[src/rtl/dmem_pkg.sv]
// Shared definitions for the data-memory arbiter: width codes, FSM and owner
// enums, and the alignment/legality check used at grant time.
package dmem_pkg;

  localparam logic [2:0] F3_B  = 3'b000;
  localparam logic [2:0] F3_H  = 3'b001;
  localparam logic [2:0] F3_W  = 3'b010;
  localparam logic [2:0] F3_BU = 3'b100;
  localparam logic [2:0] F3_HU = 3'b101;

  typedef enum logic {IDLE = 1'b0, ACCESS = 1'b1} arb_state_t;
  typedef enum logic {OWN_CORE = 1'b0, OWN_DMA = 1'b1} owner_t;

  // Illegal width code or address not naturally aligned for the access size
  function automatic logic cmd_err(input logic [2:0] f3, input logic [1:0] lo);
    case (f3)
      F3_B, F3_BU: cmd_err = 1'b0;
      F3_H, F3_HU: cmd_err = lo[0];
      F3_W:        cmd_err = |lo;
      default:     cmd_err = 1'b1;
    endcase
  endfunction

endpackage

[src/rtl/dmem_arbiter_load_extend.sv]
// Load data extraction: picks the byte/halfword lane from the raw aligned word
// and sign- or zero-extends it according to funct3.
module load_extend
  import dmem_pkg::*;
#(
  parameter int unsigned DATA_W = 32
) (
  input  logic [2:0]        funct3,
  input  logic [1:0]        addr_lo,
  input  logic [DATA_W-1:0] word,
  output logic [DATA_W-1:0] data_c
);

  logic [7:0]  byte_c;
  logic [15:0] half_c;

  always_comb begin
    byte_c = word[{addr_lo, 3'b000} +: 8];
    half_c = word[{addr_lo[1], 4'b0000} +: 16];
    data_c = word;
    case (funct3)
      F3_B:    data_c = DATA_W'($signed(byte_c));
      F3_H:    data_c = DATA_W'($signed(half_c));
      F3_BU:   data_c = DATA_W'(byte_c);
      F3_HU:   data_c = DATA_W'(half_c);
      default: data_c = word;
    endcase
  end

endmodule

[src/rtl/dmem_arbiter.sv]
// Core/DMA arbiter and access sequencer for the single-ported datamemory.
// Define DMEM_ARB_RR_EN for round-robin arbitration; default is core priority.
module dmem_arbiter
  import dmem_pkg::*;
#(
  parameter int unsigned DM_ADDRESS = 9,
  parameter int unsigned DATA_W     = 32
) (
  input  logic                  clk,
  input  logic                  rst_n,
  input  logic                  c_req,
  input  logic                  c_we,
  input  logic [DM_ADDRESS-1:0] c_addr,
  input  logic [2:0]            c_funct3,
  input  logic [DATA_W-1:0]     c_wdata,
  output logic                  c_gnt,
  output logic                  c_rvalid,
  output logic [DATA_W-1:0]     c_rdata,
  output logic                  c_err,
  input  logic                  d_req,
  input  logic                  d_we,
  input  logic [DM_ADDRESS-1:0] d_addr,
  input  logic [2:0]            d_funct3,
  input  logic [DATA_W-1:0]     d_wdata,
  output logic                  d_gnt,
  output logic                  d_rvalid,
  output logic [DATA_W-1:0]     d_rdata,
  output logic                  d_err,
  output logic                  m_MemRead,
  output logic                  m_MemWrite,
  output logic [DM_ADDRESS-1:0] m_a,
  output logic [DATA_W-1:0]     m_wd,
  output logic [2:0]            m_Funct3,
  input  logic [DATA_W-1:0]     m_rd
);

  arb_state_t state, state_nx;
  owner_t     win_c, own_q;
  logic       grant_c;
  logic       we_q, err_q;

  logic                  sel_we;
  logic [DM_ADDRESS-1:0] sel_addr;
  logic [2:0]            sel_f3;
  logic [DATA_W-1:0]     sel_wd;
  logic                  sel_err;
  logic [DATA_W-1:0]     ext_c;
  logic [DATA_W-1:0]     rsp_data_c;

`ifdef DMEM_ARB_RR_EN
  owner_t last_q;
`endif

  // Winner selection, grant pulse and next state; grants are suppressed in reset
  always_comb begin
    state_nx = state;
    grant_c  = 1'b0;
    c_gnt    = 1'b0;
    d_gnt    = 1'b0;
`ifdef DMEM_ARB_RR_EN
    win_c = (c_req && (!d_req || last_q == OWN_DMA)) ? OWN_CORE : OWN_DMA;
`else
    win_c = c_req ? OWN_CORE : OWN_DMA;
`endif
    case (state)
      IDLE: begin
        if (rst_n && (c_req || d_req)) begin
          grant_c  = 1'b1;
          c_gnt    = (win_c == OWN_CORE);
          d_gnt    = (win_c == OWN_DMA);
          state_nx = ACCESS;
        end
      end
      ACCESS:  state_nx = IDLE;
      default: state_nx = IDLE;
    endcase
  end

  always_ff @(posedge clk) begin
    if (!rst_n) state <= IDLE;
    else        state <= state_nx;
  end

  always_comb begin
    sel_we   = c_we;
    sel_addr = c_addr;
    sel_f3   = c_funct3;
    sel_wd   = c_wdata;
    if (win_c == OWN_DMA) begin
      sel_we   = d_we;
      sel_addr = d_addr;
      sel_f3   = d_funct3;
      sel_wd   = d_wdata;
    end
    sel_err = cmd_err(sel_f3, sel_addr[1:0]);
  end

  load_extend #(.DATA_W(DATA_W)) u_ext (
    .funct3  (m_Funct3),
    .addr_lo (m_a[1:0]),
    .word    (m_rd),
    .data_c  (ext_c)
  );

  assign rsp_data_c = (we_q || err_q) ? '0 : ext_c;

  // Command latch at grant, one-cycle strobe in ACCESS, response one cycle later
  always_ff @(posedge clk) begin
    if (!rst_n) begin
      own_q      <= OWN_CORE;
      we_q       <= 1'b0;
      err_q      <= 1'b0;
      m_a        <= '0;
      m_wd       <= '0;
      m_Funct3   <= '0;
      m_MemRead  <= 1'b0;
      m_MemWrite <= 1'b0;
      c_rvalid   <= 1'b0;
      c_rdata    <= '0;
      c_err      <= 1'b0;
      d_rvalid   <= 1'b0;
      d_rdata    <= '0;
      d_err      <= 1'b0;
`ifdef DMEM_ARB_RR_EN
      last_q     <= OWN_DMA;
`endif
    end else begin
      m_MemRead  <= 1'b0;
      m_MemWrite <= 1'b0;
      c_rvalid   <= 1'b0;
      c_rdata    <= '0;
      c_err      <= 1'b0;
      d_rvalid   <= 1'b0;
      d_rdata    <= '0;
      d_err      <= 1'b0;
      if (grant_c) begin
        own_q      <= win_c;
        we_q       <= sel_we;
        err_q      <= sel_err;
        m_a        <= sel_addr;
        m_wd       <= sel_wd;
        m_Funct3   <= sel_f3;
        m_MemRead  <= !sel_we && !sel_err;
        m_MemWrite <= sel_we && !sel_err;
`ifdef DMEM_ARB_RR_EN
        last_q     <= win_c;
`endif
      end
      if (state == ACCESS) begin
        if (own_q == OWN_CORE) begin
          c_rvalid <= 1'b1;
          c_rdata  <= rsp_data_c;
          c_err    <= err_q;
        end else begin
          d_rvalid <= 1'b1;
          d_rdata  <= rsp_data_c;
          d_err    <= err_q;
        end
      end
    end
  end

endmodule
[config.mk]
export PLATFORM = sky130hd
export DESIGN_NAME = dmem_arbiter
export DESIGN_NICKNAME = d
export VERILOG_FILES = /design/src/rtl/dmem_pkg.sv /design/src/rtl/dmem_arbiter_load_extend.sv /design/src/rtl/dmem_arbiter.sv
export SDC_FILE = /design/constraint.sdc
export NUM_CORES = 1
export LEC_CHECK = 0
export BUFFER_PORTS_ARGS = -buffer_cell sky130_fd_sc_hd__buf_2
export CAP_MARGIN = 20
export CORE_MARGIN = 5
export CORE_UTILIZATION = 35
export CTS_BUF_LIST = sky130_fd_sc_hd__clkbuf_8
export DETAILED_ROUTE_END_ITERATION = 8
export GPL_ROUTABILITY_DRIVEN = 1
export GPL_TIMING_DRIVEN = 0
export SYNTH_ARGS = -nofsm -noshare
export SYNTH_HDL_FRONTEND = slang
export SYNTH_SLANG_ARGS = --single-unit
[constraint.sdc]
create_clock -name clk -period 3.54 [get_ports clk]
set_input_delay 0.354 -clock clk [delete_from_list [all_inputs] [get_ports clk]]
set_output_delay 0.354 -clock clk [all_outputs]
set_load 0.02 [all_outputs]
[Word-level counts from Yosys, hierarchy flattened]
Index checks and enable logic that the tools add are counted.
Word-level totals
  output and inout port bits: 116
  bits in registers: 118
  logic and storage cells: 59
  input port bits: 126
Cells by class
  shifts and indexed selects: 2
  reduce and logical (&&, ||, !) cells: 16
  multiplexer cells: 17
  bitwise operators: 2
  equality and inequality tests: 7
Operators with widths (number)
  one-hot mux 32 bit (4 select lines): 1
  2-to-1 mux 32 bit: 2
  indexed part select 32 x 6 -> 16 bit: 1
  indexed part select 32 x 6 -> 8 bit: 1
  == test 3 bit (second input constant): 4
  2-to-1 mux 1 bit: 10
  2-to-1 mux 9 bit: 1
  == test 3 x 1 -> 1 bit (second input constant): 2
  logical NOT 3 bit: 2
  OR reduction 2 bit: 3
  AND reduction 2 bit: 2
  == test 3 x 2 -> 1 bit (second input constant): 1
  logical AND 1 bit: 3
  2-to-1 mux 3 bit: 1
  one-hot mux 1 bit (3 select lines): 1
  AND reduction 3 bit: 1
  OR reduction 3 bit: 1
  logical NOT 1 bit: 2
  logical OR 1 bit: 2
  inverter 1 bit: 2
  one-hot mux 1 bit (2 select lines): 1

[Depth between registers and ports, before layout]
  depth in word-level cells: 6
  depth in mapped cells: 7
  gate-level depth less buffers: 4

[Modules after synthesis]
A second synthesis with hierarchy kept.
Unflattened totals
  cell total of the unflattened synthesis: 497
  area total of the unflattened synthesis: 4996.0 sq um
Modules (own cells, without submodules)
  dmem_arbiter: cells an instance 379, area each 4201.5 sq um, seq. area each 2362.3 sq um, times used 1
  load_extend: cells an instance 118, area each 794.5 sq um, seq. area each 0.0 sq um, times used 1

[Least setup slack after synthesis]
No wires, ideal clock.
  path kind: register to register
  from: reg m_a[1]
  to: reg c_rdata[20]
  cell stages (with the launch flop): 6
  data arrival time: 1.518 ns
  slack: 1.892 ns
  period minus slack after synthesis: 1.648 ns
  cell sequence: dfxtp_1 > buf_6 > mux2_4 > a221oi_4 > buf_6 > nor3_1
On the way
  word-level cells in the longest chain between the ends: 3
  elaborated cells between the ends (all ways): 4
  classes of those cells: shift (2); mux (2)
Ends and longest elaborated chain
  start, declared: RTL line dmem_arbiter.sv:31  | output logic [DM_ADDRESS-1:0] m_a,
  start signal, assigned: RTL line dmem_arbiter.sv:140  | m_a <= sel_addr;
  indexed part select 32 x 6 -> 16 bit or indexed part select 32 x 6 -> 8 bit (tied branches): RTL line dmem_arbiter_load_extend.sv:19, dmem_arbiter_load_extend.sv:18
  one-hot mux 32 bit (4 select lines) (*): RTL line dmem_arbiter_load_extend.sv:21  | case (funct3)
  2-to-1 mux 32 bit (*): RTL line dmem_arbiter.sv:105  | assign rsp_data_c = (we_q || err_q) ? '0 : ext_c;
  end signal, assigned: RTL line dmem_arbiter.sv:152  | c_rdata <= rsp_data_c;
  end, declared: RTL line dmem_arbiter.sv:18  | output logic [DATA_W-1:0] c_rdata,
Mark *: on every way between the ends. The rest lies on a longest branch, timed or not.
A chain may end at the register's enable or synchronous reset.

[Worst setup path after layout]
  from: reg state
  to: out c_gnt
On the way
  word-level cells in the longest chain between the ends: 1
Ends and longest elaborated chain
  start, declared: RTL line dmem_arbiter.sv:37  | arb_state_t state, state_nx;
  start signal, assigned: RTL line dmem_arbiter.sv:81  | else state <= state_nx;
  2-to-1 mux 1 bit: RTL line dmem_arbiter.sv:65  | case (state)
  end, declared: RTL line dmem_arbiter.sv:16  | output logic c_gnt,
Every way passes these cells.

==> results.cfg <==
[outcome]
status = finished clean

[routing]
via_per_inst = 5.099
drt-total-wl_mm = 16.45
drtIter0Drc = 260
ant_nets = 0
num_vias = 4727
drcViolationCount = 0
drt_first_pass_iters = 7
wl_per_cell_um = 17.75

[global_routing]
grt_pass1_wl_mm = 25.19
grt_busiest_layer = met2
grt_max_degree = 17
grt_pass1_vias = 4791
grt_use_met3 = 0.06557
antenna_found_initial = 0
grt_usage = 0.1981
grt_use_met2 = 0.3496
grt.met1_usage = 0.2257
overflow = 0

[place]
numPortBuffers = 240
post-dp-hpwl_mm = 13.19
dp.cells = 895
gpl.final_weighted_congestion = 0.8208
pre_cts_slack_ns = 1.752

[cells_and_area]
layout.cells.non_filler = 927
syn_to_final_growth_pct = 38.81
drive_gt1_frac = 0.4288
antenna_cells = 0
fin_nets = 864
final_util = 0.4989
final_cell_mix = buf_2, dfxtp_1, a211oi_1
mostFrequentLayoutCell = buf_2

[logic_synthesis]
netlist-cell-type-count = 34
synth-adder-area-share = 0
syn_avg_cell_area_um2 = 9.976
yosys_register_bits = 118
synth_mux_area_frac = 0.1150
ys_seq_area_frac = 0.4944
yosysWarnings = 0
synth-xor-area-share = 0
synthSimpleGateAreaFrac = 0.1265
synth_area_mm2 = 0.004778
synth_compound_area_frac = 0.2082
netlist_instances = 479
synth_top_family_by_area = compound AO/OA/AOI/OAI gates
synth_fp_nets = 605

[timing]
worstMarginPinSlew_ns = 0.5485
max_freq_mhz = 514.4
maxSlewHeadroom = 0.6344
period_needed_ns = 1.944
final_hold_viol_count = 0
setup_slack_ns = 1.596
fin_skew_ns = 0.01709
drv_slew = 0
fin_setup_tns_ns = 0
setup_viol = 0
rsz0062_at_grt = no
finalCritPeriodShare = 0.5491

[pwr]
powerDensity_mw_per_mm2 = 510.7
peakVddDrop_mv = 0.2153
p_total_uw = 3388
leakagePower_uw = 0.003108

[clock_tree]
clock_sinks = 118
cts_tree = built
cts-root-buf = clkbuf_8
cts_resized = 0
cts.path.max_buffers = 2
cts_buffers = 17
post_cts_buffers = 0
cts-hold-fix-buffers = 0
htreeDepth = 4
clk_pin_slew_worst_paths_ns = 0.09
clock_latency_ns = 0.44

[run]
drv_cap = 0

[hold_path]
hold_class = primary input to flip-flop
holdPathStages = 3

[worst_setup_path]
cp_data_arrival_time_ns = 1.59
end_kind = primary output
start_kind = flip-flop
cp_max_fo = 10
worst_r2r_path_depth = 5
critPathKind = flip-flop to primary output
critical_path_required_ns = 3.19

[die]
chipWidth_um = 126.8
die_area_mm2 = 0.01609
die_h_um = 126.8
pin_count = 242
initial_core_util = 0.3594
rows = 42
core_area_mm2 = 0.01330
==> critical path, cell delays in order, from the launching register on <==
cell and delay [ns]:
dfxtp_1 0.30, buf_2 0.16, nor2b_1 0.12, buf_2 0.20, and2_1 0.17, buf_2 0.19
==> report_power, final <==
part	leakage (µW)	internal [µW]	switching, µW	total, µW
logic	0.00193	244	375	620
clock network	0.000216	734	603	1340
registers	0.000963	1390	36.5	1430
total	0.00311	2370	1020	3390
==> routing by layer <==
layer / up-vias / part of all wire
li1: 2308 / -
met1: 2151 / 0.39
met2: 251 / 0.49
met3: 17 / 0.10
met4: 0 / 0.014
met5: - / 0
==> cell families after synthesis <==
logic type / count (synthesis)
simple gates: 105
buf+inv: 55
flops: 118
compound gates: 148
mux: 53
==> area by class of cell <==
class	instances	area [µm²]
fill	1269	6663
timing repair buffer	240	1201
buffer	50	249.0
clock buffer	18	247.7
inverter	5	18.77
multi-input combinational	306	2148
clock inverter	14	185.2
sequential	118	2362
tap	176	220.2
==> flip-flops by register name, indices dropped and copies added, names as in the netlist <==
register	cells
state	1
m_wd	32
err_q	1
d_rvalid	1
m_MemRead	1
c_err	1
own_q	1
m_Funct3	3
m_MemWrite	1
c_rdata	32
d_rdata	32
m_a	9
c_rvalid	1
d_err	1
we_q	1
==> Yosys cell counts <==
cell type  number  area (µm²)
mux2i_1        44       440.4
buf_2          22       110.1
inv_1           4       15.01
nor2b_1         4       25.02
and3b_1         1       8.760
and3_1          1       6.260
nand2_1         2       7.510
a211oi_1       57       427.9
o211ai_1       14       105.1
dfxtp_1       118        2362
and2_1          4       25.02
or4bb_1         5       56.30
mux2_4          2       30.03
nor4_1          2       12.51
nor2_1         22       82.58
a32oi_1         1       8.760
or3b_2          8       70.07
nand2_4         1       11.26
a21oi_1        48       240.2
clkbuf_1       23       86.33
or2_2           1       6.260
o21ai_0         8       40.04
a221o_1         1       10.01
nand4bb_1       3       33.78
buf_4           1       7.510
mux2_2          7       78.83
or2_0           1       6.260
o22ai_1        16       100.1
nor3_1         48       240.2
nand2b_1        2       12.51
buf_6           4       45.04
o21ba_2         1       10.01
a221oi_4        2       52.55
inv_2           1       3.750
==> worst paths after layout <==
path / from / to / slack, ns
setup / recovery: state / c_gnt / 1.60
hold / removal: m_rd[16] / d_rdata[16] / 0.22
setup reg to reg: m_Funct3[0] / d_rdata[4] / 1.83
hold reg to reg: we_q / we_q / 0.51
==> per-stage QoR <==
step | hold WS, ns | instance area [µm²]
6_report | 0.2195 | 6633
3_5_place_dp | 0.5026 | 6200
3_3_place_gp | 0.4911 | 6200
2_1_floorplan | 0.4591 | 4778
4_1_cts | 0.1961 | 6633
5_1_grt | 0.2017 | 6633
Note: power is estimated with default switching activity, not from simulation.
